### src/rtl/rnn_matvec.sv
// rnn_matvec: column-at-a-time matrix-vector product out[c] = sat16(sum_r x[r]*W[r][c]).
// Define RNN_MATVEC_RELU_EN to clamp negative results to zero on the output.
module rnn_matvec #(
  parameter int N_IN  = 2,
  parameter int N_OUT = 4,
  parameter int ACC_W = 40
) (
  input  logic               clk,
  input  logic               rst,
  input  logic               start,
  output logic               busy,
  output logic               done,
  output logic               x_rd_en,
  output logic [7:0]         x_idx,
  input  logic signed [15:0] x_data,
  output logic               w_rd_en,
  output logic [7:0]         w_row,
  output logic [7:0]         w_col,
  input  logic signed [15:0] w_data,
  output logic               out_valid,
  output logic [7:0]         out_idx,
  output logic signed [15:0] out_data,
  input  logic               out_ready
);

  localparam logic [1:0] IDLE = 2'd0;
  localparam logic [1:0] RUN  = 2'd1;
  localparam logic [1:0] LAST = 2'd2;
  localparam logic [1:0] OUT  = 2'd3;

  localparam logic [7:0] R_LAST = 8'(N_IN - 1);
  localparam logic [7:0] C_LAST = 8'(N_OUT - 1);

  function automatic logic signed [15:0] sat16(input logic signed [ACC_W-1:0] v);
    logic signed [ACC_W-1:0] hi;
    logic signed [ACC_W-1:0] lo;
    hi = ACC_W'(32'sd32767);
    lo = ACC_W'(-32'sd32768);
    if (v > hi) begin
      return 16'sh7fff;
    end else if (v < lo) begin
      return 16'sh8000;
    end else begin
      return v[15:0];
    end
  endfunction

  function automatic logic signed [15:0] out_value(input logic signed [ACC_W-1:0] v);
    logic signed [15:0] s;
    s = sat16(v);
`ifdef RNN_MATVEC_RELU_EN
    return s[15] ? 16'sd0 : s;
`else
    return s;
`endif
  endfunction

  logic [1:0]               state_r, state_s;
  logic [7:0]               r_r, r_s;
  logic [7:0]               c_r, c_s;
  logic signed [ACC_W-1:0]  acc_r, acc_s;
  logic                     busy_r, busy_s;
  logic                     done_r, done_s;
  logic                     rd_en_r, rd_en_s;
  logic                     pend_r;
  logic                     out_valid_r, out_valid_s;
  logic [7:0]               out_idx_r, out_idx_s;
  logic signed [15:0]       out_data_r, out_data_s;
  logic signed [31:0]       prod_s;
  logic signed [ACC_W-1:0]  acc_sum_s;

  assign prod_s    = 32'(x_data) * 32'(w_data);
  assign acc_sum_s = acc_r + ACC_W'(prod_s);

  // Next-state and next-output decode; read data is folded in the cycle after its request.
  always_comb begin
    state_s     = state_r;
    r_s         = r_r;
    c_s         = c_r;
    acc_s       = acc_r;
    busy_s      = busy_r;
    done_s      = 1'b0;
    rd_en_s     = 1'b0;
    out_valid_s = out_valid_r;
    out_idx_s   = out_idx_r;
    out_data_s  = out_data_r;
    case (state_r)
      IDLE: begin
        if (start) begin
          state_s = RUN;
          r_s     = 8'd0;
          c_s     = 8'd0;
          acc_s   = {ACC_W{1'b0}};
          busy_s  = 1'b1;
          rd_en_s = 1'b1;
        end else begin
          state_s = IDLE;
        end
      end
      RUN: begin
        if (pend_r) begin
          acc_s = acc_sum_s;
        end else begin
          acc_s = acc_r;
        end
        if (r_r == R_LAST) begin
          state_s = LAST;
        end else begin
          r_s     = r_r + 8'd1;
          rd_en_s = 1'b1;
        end
      end
      LAST: begin
        acc_s       = acc_sum_s;
        out_data_s  = out_value(acc_sum_s);
        out_idx_s   = c_r;
        out_valid_s = 1'b1;
        state_s     = OUT;
      end
      OUT: begin
        if (out_ready) begin
          out_valid_s = 1'b0;
          if (c_r == C_LAST) begin
            state_s = IDLE;
            busy_s  = 1'b0;
            done_s  = 1'b1;
          end else begin
            c_s     = c_r + 8'd1;
            r_s     = 8'd0;
            acc_s   = {ACC_W{1'b0}};
            rd_en_s = 1'b1;
            state_s = RUN;
          end
        end else begin
          state_s = OUT;
        end
      end
      default: begin
        state_s     = IDLE;
        busy_s      = 1'b0;
        out_valid_s = 1'b0;
      end
    endcase
  end

  // State and output registers with synchronous reset.
  always_ff @(posedge clk) begin
    if (rst) begin
      state_r     <= IDLE;
      r_r         <= 8'd0;
      c_r         <= 8'd0;
      acc_r       <= {ACC_W{1'b0}};
      busy_r      <= 1'b0;
      done_r      <= 1'b0;
      rd_en_r     <= 1'b0;
      pend_r      <= 1'b0;
      out_valid_r <= 1'b0;
      out_idx_r   <= 8'd0;
      out_data_r  <= 16'sd0;
    end else begin
      state_r     <= state_s;
      r_r         <= r_s;
      c_r         <= c_s;
      acc_r       <= acc_s;
      busy_r      <= busy_s;
      done_r      <= done_s;
      rd_en_r     <= rd_en_s;
      pend_r      <= rd_en_r;
      out_valid_r <= out_valid_s;
      out_idx_r   <= out_idx_s;
      out_data_r  <= out_data_s;
    end
  end

  assign busy      = busy_r;
  assign done      = done_r;
  assign x_rd_en   = rd_en_r;
  assign w_rd_en   = rd_en_r;
  assign x_idx     = r_r;
  assign w_row     = r_r;
  assign w_col     = c_r;
  assign out_valid = out_valid_r;
  assign out_idx   = out_idx_r;
  assign out_data  = out_data_r;

endmodule

### config.mk
export PLATFORM = sky130hd
export DESIGN_NAME = rnn_matvec
export DESIGN_NICKNAME = d
export VERILOG_FILES = /design/src/rtl/rnn_matvec.sv
export SDC_FILE = /design/constraint.sdc
export NUM_CORES = 1
export LEC_CHECK = 0
export BUFFER_PORTS_ARGS = -buffer_cell sky130_fd_sc_hd__clkbuf_2
export CAP_MARGIN = 10
export CORE_ASPECT_RATIO = 0.6
export CORE_MARGIN = 2
export CORE_UTILIZATION = 30
export CTS_CLUSTER_DIAMETER = 150
export CTS_CLUSTER_SIZE = 24
export DETAILED_ROUTE_END_ITERATION = 12
export PLACE_DENSITY_LB_ADDON = 0.08
export SLEW_MARGIN = 25
export SYNTH_ARGS = -nofsm -noshare
export SYNTH_HDL_FRONTEND = slang
export SYNTH_SLANG_ARGS = --single-unit
export TNS_END_PERCENT = 10
### constraint.sdc
create_clock -name clk -period 17.6 [get_ports clk]
set_input_delay 2.64 -clock clk [delete_from_list [all_inputs] [get_ports clk]]
set_output_delay 2.64 -clock clk [all_outputs]
set_load 0.02 [all_outputs]
# ---- After elaboration in Yosys (flattened, before gate mapping)
# Index checks and enable logic that the tools add are counted.
dict set report word_totals {
  input_bits 36
  out_inout_bits 53
  wordCells 73
  reg_bits 87
}
dict set report classes {
  n_eq_ne 12
  magnitude_cmp 2
  n_addsub 3
  reduce_logical 10
  mul 1
  n_bitwise 2
  muxes 32
}
# op count
set op_table {}
lappend op_table {{2-to-1 mux 40 bit} 4}
lappend op_table {{one-hot mux 40 bit (4 select lines)} 1}
lappend op_table {{2-to-1 mux 8 bit} 6}
lappend op_table {{adder 40 x 32 -> 40 bit} 1}
lappend op_table {{greater-than comparator 40 x 16 -> 1 bit, second input constant} 1}
lappend op_table {{less-than comparator 40 x 16 -> 1 bit, second input constant} 1}
lappend op_table {{multiplier 16 x 16 -> 32 bit} 1}
lappend op_table {{2-to-1 mux 16 bit} 2}
lappend op_table {{one-hot mux 8 bit (3 select lines)} 1}
lappend op_table {{adder 8 x 1 -> 8 bit, second input constant} 2}
lappend op_table {{one-hot mux 8 bit (2 select lines)} 1}
lappend op_table {{!= test 2 bit, second input constant} 7}
lappend op_table {{AND reduction 4 bit} 3}
lappend op_table {{2-to-1 mux 1 bit} 11}
lappend op_table {{== test 8 x 1 -> 1 bit, second input constant} 1}
lappend op_table {{== test 8 x 2 -> 1 bit, second input constant} 1}
lappend op_table {{one-hot mux 2 bit (4 select lines)} 1}
lappend op_table {{AND reduction 5 bit} 1}
lappend op_table {{== test 2 bit, second input constant} 2}
lappend op_table {{2-to-1 mux 2 bit} 2}
lappend op_table {{one-hot mux 1 bit (2 select lines)} 2}
lappend op_table {{nonzero test 2 bit} 2}
lappend op_table {{one-hot mux 1 bit (3 select lines)} 1}
lappend op_table {{nonzero test 3 bit} 1}
lappend op_table {{5 further kinds} 6}

# ---- Logic depth before layout (Yosys ltp)
dict set report depth {
  ltp_word 5
  ltp_mapped 27
}

# ---- Least setup slack after synthesis
# Ideal clock, no wire load.
dict set report synth_timing {
  kind {input port to flip-flop}
  start {in x_data[15]}
  end {reg out_data_r[11] (netlist: out_data[11])}
  path_slack_ps 8032
  stages 27
  arrival_ps 9483
  cell_sequence {clkbuf_1 nand2_1 inv_1 fa_1 fa_1 inv_1 fa_1 inv_1 fa_1 fa_1 inv_1 fa_1 inv_1 ha_1 clkbuf_1 nand3_1 or3_1 or2_0 o221ai_2 a2111oi_2 o31ai_1 o21ai_1 or4_1 o41ai_2 buf_4 nand2_1 a211oi_1}
}
dict set report synth_between {
  elab_chain_cells 5
  elab_cells_between_ends 6
  classes_between {1 x add/sub; 1 x mul; 2 x order compare; 2 x mux}
}
# element line_no
set synth_rtl {}
lappend synth_rtl {{from (decl)} 15} ;# input logic signed [15:0] x_data,
lappend synth_rtl {{multiplier 16 x 16 -> 32 bit *} 72} ;# assign prod_s = 32'(x_data) * 32'(w_data);
lappend synth_rtl {{adder 40 x 32 -> 40 bit *} 73} ;# assign acc_sum_s = acc_r + ACC_W'(prod_s);
lappend synth_rtl {{less-than comparator 40 x 16 -> 1 bit} 41} ;# end else if (v < lo) begin
lappend synth_rtl {{2-to-1 mux 16 bit} 41}
lappend synth_rtl {{2-to-1 mux 16 bit *} 39} ;# if (v > hi) begin
lappend synth_rtl {{to (signal assigned)} 171} ;# out_data_r <= out_data_s;
lappend synth_rtl {{to (decl)} 68} ;# logic signed [15:0] out_data_r, out_data_s;
# Every way passes the cells marked *; elsewhere a longest branch is shown, timed or not.
# A chain may end at the register's enable or synchronous reset.

# ---- Worst setup path after layout
dict set report layout_timing {
  start {in x_data[15]}
  end {reg out_data_r[12] (netlist: out_data[12])}
}
# The elaborated chain is that of the path after synthesis.

==> Flow_metrics.wiki <==
{| class="wikitable"
! Metric !! Value
|-
| Run status || finished, final reports clean
|-
| Worst Path Arrival || 10,910 ps
|-
| Final Skew || 10.7 ps
|-
| Pre-antenna DRT Iters || 8
|-
| Top-area cell type share of the netlist area || 0.405
|-
| Global route total overflow || 0
|-
| GPL Wtd Cong || 0.870
|-
| Unrepaired setup endpoints after global routing || false
|-
| Diodes inserted || 0
|-
| DRC || 0
|-
| Share of cell area taken by muxes after synthesis || 0.00920
|-
| Proportion of register bits with asynchronous set or reset after synthesis || 0
|-
| Max-cap check violation count || 0
|-
| Type of origin of the critical path || primary input
|-
| R2R setup slack || 10,310 ps
|-
| Clk pin slew, worst setup/hold paths || 70 ps
|-
| CP Max Fanout || 16
|-
| Main combinational cell family by area after synthesis || adder cells
|-
| X dimension of the die || 305 µm
|-
| CTS HTree Levels || 3
|-
| Sequential area share after synthesis || 0.107
|-
| Fillers || 5,686
|-
| Worst-Margin Slew || 936 ps
|-
| Crit path required time || 17,810 ps
|-
| Final setup TNS || 0 ps
|-
| Yosys top cell by area || sky130_fd_sc_hd__fa_1
|-
| I/O Buffers || 88
|-
| Final Hold Vio Count || 0
|-
| Maximum number of pins on one net before global-route repair || 77
|-
| GRT Util Overall || 0.168
|-
| Detailed-route vias per instance || 4.60
|-
| Share of the cycle needed by the critical path after routing || 0.608
|-
| HPWL Detailed || 37,600 µm
|-
| Antenna Violating Nets Remaining || 0
|-
| Iteration-0 DRC count of the detailed router || 559
|-
| Post-Route WL || 43,900 µm
|-
| Count of vias placed by the detailed router || 11.9k
|-
| Number of enable-type register cells in the synthesized netlist || 0
|-
| Number of sinks handled by clock tree synthesis || 87
|-
| Std-Cell Core Area || 53,900 µm²
|-
| Commonest cells in the netlist || sky130_fd_sc_hd__inv_1 (423), sky130_fd_sc_hd__fa_1 (330), sky130_fd_sc_hd__nand2_1 (184), sky130_fd_sc_hd__and2_1 (124), sky130_fd_sc_hd__ha_1 (124)
|-
| Post-synth cell types || 67
|-
| Layout cell share with drive strength beyond 1 || 0.0680
|-
| Footprint of the multi-input gates || 12,700 µm²
|-
| First-pass GRT wire length || 73,900 µm
|-
| Most used flip-flop cell after synthesis || sky130_fd_sc_hd__dfxtp_1
|-
| Number of buffers created by CTS || 9
|-
| Share of the synthesized area in compound gates (AO/OA/AOI/OAI) || 0.0878
|-
| Shortest clock period the worst path allows after layout || 10,700 ps
|-
| Most used standard cell by instance count after synthesis || sky130_fd_sc_hd__inv_1
|-
| Final setup violation count || 0
|-
| Num ports || 89
|-
| Type of the worst min-delay path || reg2reg
|-
| Synthesized netlist net count || 2,325
|-
| Warnings, synthesis || 0
|-
| Flip-flop and latch count after synthesis || 87
|-
| Count of mapped cells out of synthesis || 1,835
|-
| Final Max Tran Viols || 0
|-
| Setup Buffers After CTS || 0
|-
| Final layout net count || 2,353
|-
| Average cell area after synthesis || 8.89 µm²
|-
| Type of the worst setup path || in2reg
|-
| Die height || 185 µm
|-
| Number of gates given a new drive strength after cts || 0
|-
| Sequential cell area || 1740 µm²
|-
| Simple-gate share of the synthesized area || 0.154
|-
| CTS tree || done
|-
| Initial core utilization || 0.303
|-
| Achievable Freq || 93.5 MHz
|-
| Combined area of all synthesized cells || 16,300 µm²
|-
| Top post-synthesis cells by area || sky130_fd_sc_hd__fa_1 (40%), sky130_fd_sc_hd__dfxtp_1 (11%), sky130_fd_sc_hd__inv_1 (9.7%), sky130_fd_sc_hd__ha_1 (9.5%), sky130_fd_sc_hd__and2_1 (4.8%)
|-
| DIE AREA || 56,300 µm²
|-
| Headroom to the max-slew limit || 0.376
|-
| Hold buffer count at cts || 0
|-
| Clock Root Buffer || sky130_fd_sc_hd__clkbuf_16
|-
| Maximum number of buffers from clock root to sink || 2
|-
| Adder and majority cell fraction of the synthesized area || 0.500
|-
| WL/cell || 17.0 µm
|-
| Number of global-route vias before repair || 12.9k
|-
| XOR/XNOR share of the synthesized area || 0.0247
|-
| Synthesis-to-finish area growth || 8.23%
|-
| Clock Latency Late Sink || 370 ps
|-
| Number of rows in the core area || 66
|-
| Critical path capture point type || flip-flop
|-
| Number of antenna violations at the first check in global routing || 0
|}
critical path, cell delays in order:
cell and delay [ps]:
sky130_fd_sc_hd__clkbuf_2 280, sky130_fd_sc_hd__nand2_1 240, sky130_fd_sc_hd__inv_1 90, sky130_fd_sc_hd__fa_1 660
sky130_fd_sc_hd__fa_1 600, sky130_fd_sc_hd__inv_1 200, sky130_fd_sc_hd__fa_1 700, sky130_fd_sc_hd__fa_1 570
sky130_fd_sc_hd__inv_1 50, sky130_fd_sc_hd__fa_1 530, sky130_fd_sc_hd__inv_1 50, sky130_fd_sc_hd__fa_1 470
sky130_fd_sc_hd__inv_1 40, sky130_fd_sc_hd__ha_1 400, sky130_fd_sc_hd__a21oi_1 100, sky130_fd_sc_hd__o21ai_0 630
sky130_fd_sc_hd__nor2_1 100, sky130_fd_sc_hd__o21ai_0 320, sky130_fd_sc_hd__nand3_1 120, sky130_fd_sc_hd__o21ai_1 250
sky130_fd_sc_hd__a2111oi_0 170, sky130_fd_sc_hd__a311oi_2 620, sky130_fd_sc_hd__a41oi_2 220, sky130_fd_sc_hd__nor2b_1 680
sky130_fd_sc_hd__a211oi_1 160
cells by family (layout without fill, tap and decap cells):
logic type,Yosys count,after routing
and+or+nand+nor,526,526
buffers and inverters,498,531
adders and majority gates,454,454
AOI/OAI and AO/OA,209,209
DFF,87,87
xor gates and xnor gates,46,46
muxes,15,15
stage by stage:
stage	cell area (µm²)	worst slack, ps	hold WS [ps]	util	cells
floorplan	16300	8030	436	-	1835
global placement	17400	6460	447	0.322	2566
detailed placement	17400	6250	455	0.322	2566
CTS	17600	6620	465	0.327	2582
global route	17700	6340	498	0.328	2582
finish	17700	6900	459	0.328	2582
layout by cell type (no fill, tap or decap), types with 4 or more instances in the layout:
cell type and count:
sky130_fd_sc_hd__nand4_1 10, sky130_fd_sc_hd__xor2_1 18, sky130_fd_sc_hd__a21oi_1 76, sky130_fd_sc_hd__and2_1 124
sky130_fd_sc_hd__o21bai_1 5, sky130_fd_sc_hd__o21a_1 5, sky130_fd_sc_hd__nor4_1 4, sky130_fd_sc_hd__or4_1 4
sky130_fd_sc_hd__fa_1 330, sky130_fd_sc_hd__o31ai_1 4, sky130_fd_sc_hd__a21o_1 18, sky130_fd_sc_hd__o21ai_0 23
sky130_fd_sc_hd__or3_1 6, sky130_fd_sc_hd__inv_1 423, sky130_fd_sc_hd__and4_1 4, sky130_fd_sc_hd__nand3_1 25
sky130_fd_sc_hd__dfxtp_1 87, sky130_fd_sc_hd__mux2i_1 15, sky130_fd_sc_hd__nand2_1 184, sky130_fd_sc_hd__o32ai_1 5
sky130_fd_sc_hd__o211ai_1 7, sky130_fd_sc_hd__clkbuf_2 88, sky130_fd_sc_hd__a211oi_1 14, sky130_fd_sc_hd__nor2b_1 8
sky130_fd_sc_hd__clkbuf_16 9, sky130_fd_sc_hd__buf_4 4, sky130_fd_sc_hd__nand2b_1 5, sky130_fd_sc_hd__and3_1 9
sky130_fd_sc_hd__nor3_1 11, sky130_fd_sc_hd__nor2_1 121, sky130_fd_sc_hd__ha_1 124, sky130_fd_sc_hd__xnor2_1 28
sky130_fd_sc_hd__a22oi_1 18
cell type report:
type,count,share of cell area
Multi-Input combinational cell,1250,0.718
Sequential cell,87,0.0986
Inverter,423,0.0899
Tap cell,714,0.0506
Timing Repair Buffer,92,0.0266
Clock buffer,10,0.0135
Clock inverter,6,0.00283
metal layers:
layer | up-vias | share of wire | track usage
met4 | 0 | 0.0058 | 0.0180
met5 | - | 0 | 0
met2 | 149 | 0.43 | 0.254
li1 | 5671 | - | -
met1 | 6034 | 0.54 | 0.261
met3 | 15 | 0.028 | 0.0207
sequential cells by signal (all words and copies together) (netlist names):
name       cells
done           1
out_valid      1
w_row          8
out_data      16
w_rd_en        1
w_col          8
state_r        2
acc_r         40
out_idx        8
pend_r         1
busy           1
worst paths after layout:
| kind | start | end | cells after the start |
|---|---|---|---|
| worst min-delay path | acc_r[0] | acc_r[0] | 2 |
| worst min register to register | acc_r[0] | acc_r[0] | 2 |
| worst max register to register | acc_r[9] | out_data[3] | 19 |
| worst max-delay path | x_data[15] | out_data[12] | 25 |
Power is not shown: default switching activity piles up to over one toggle a cycle in this logic, so the estimate is an artifact.
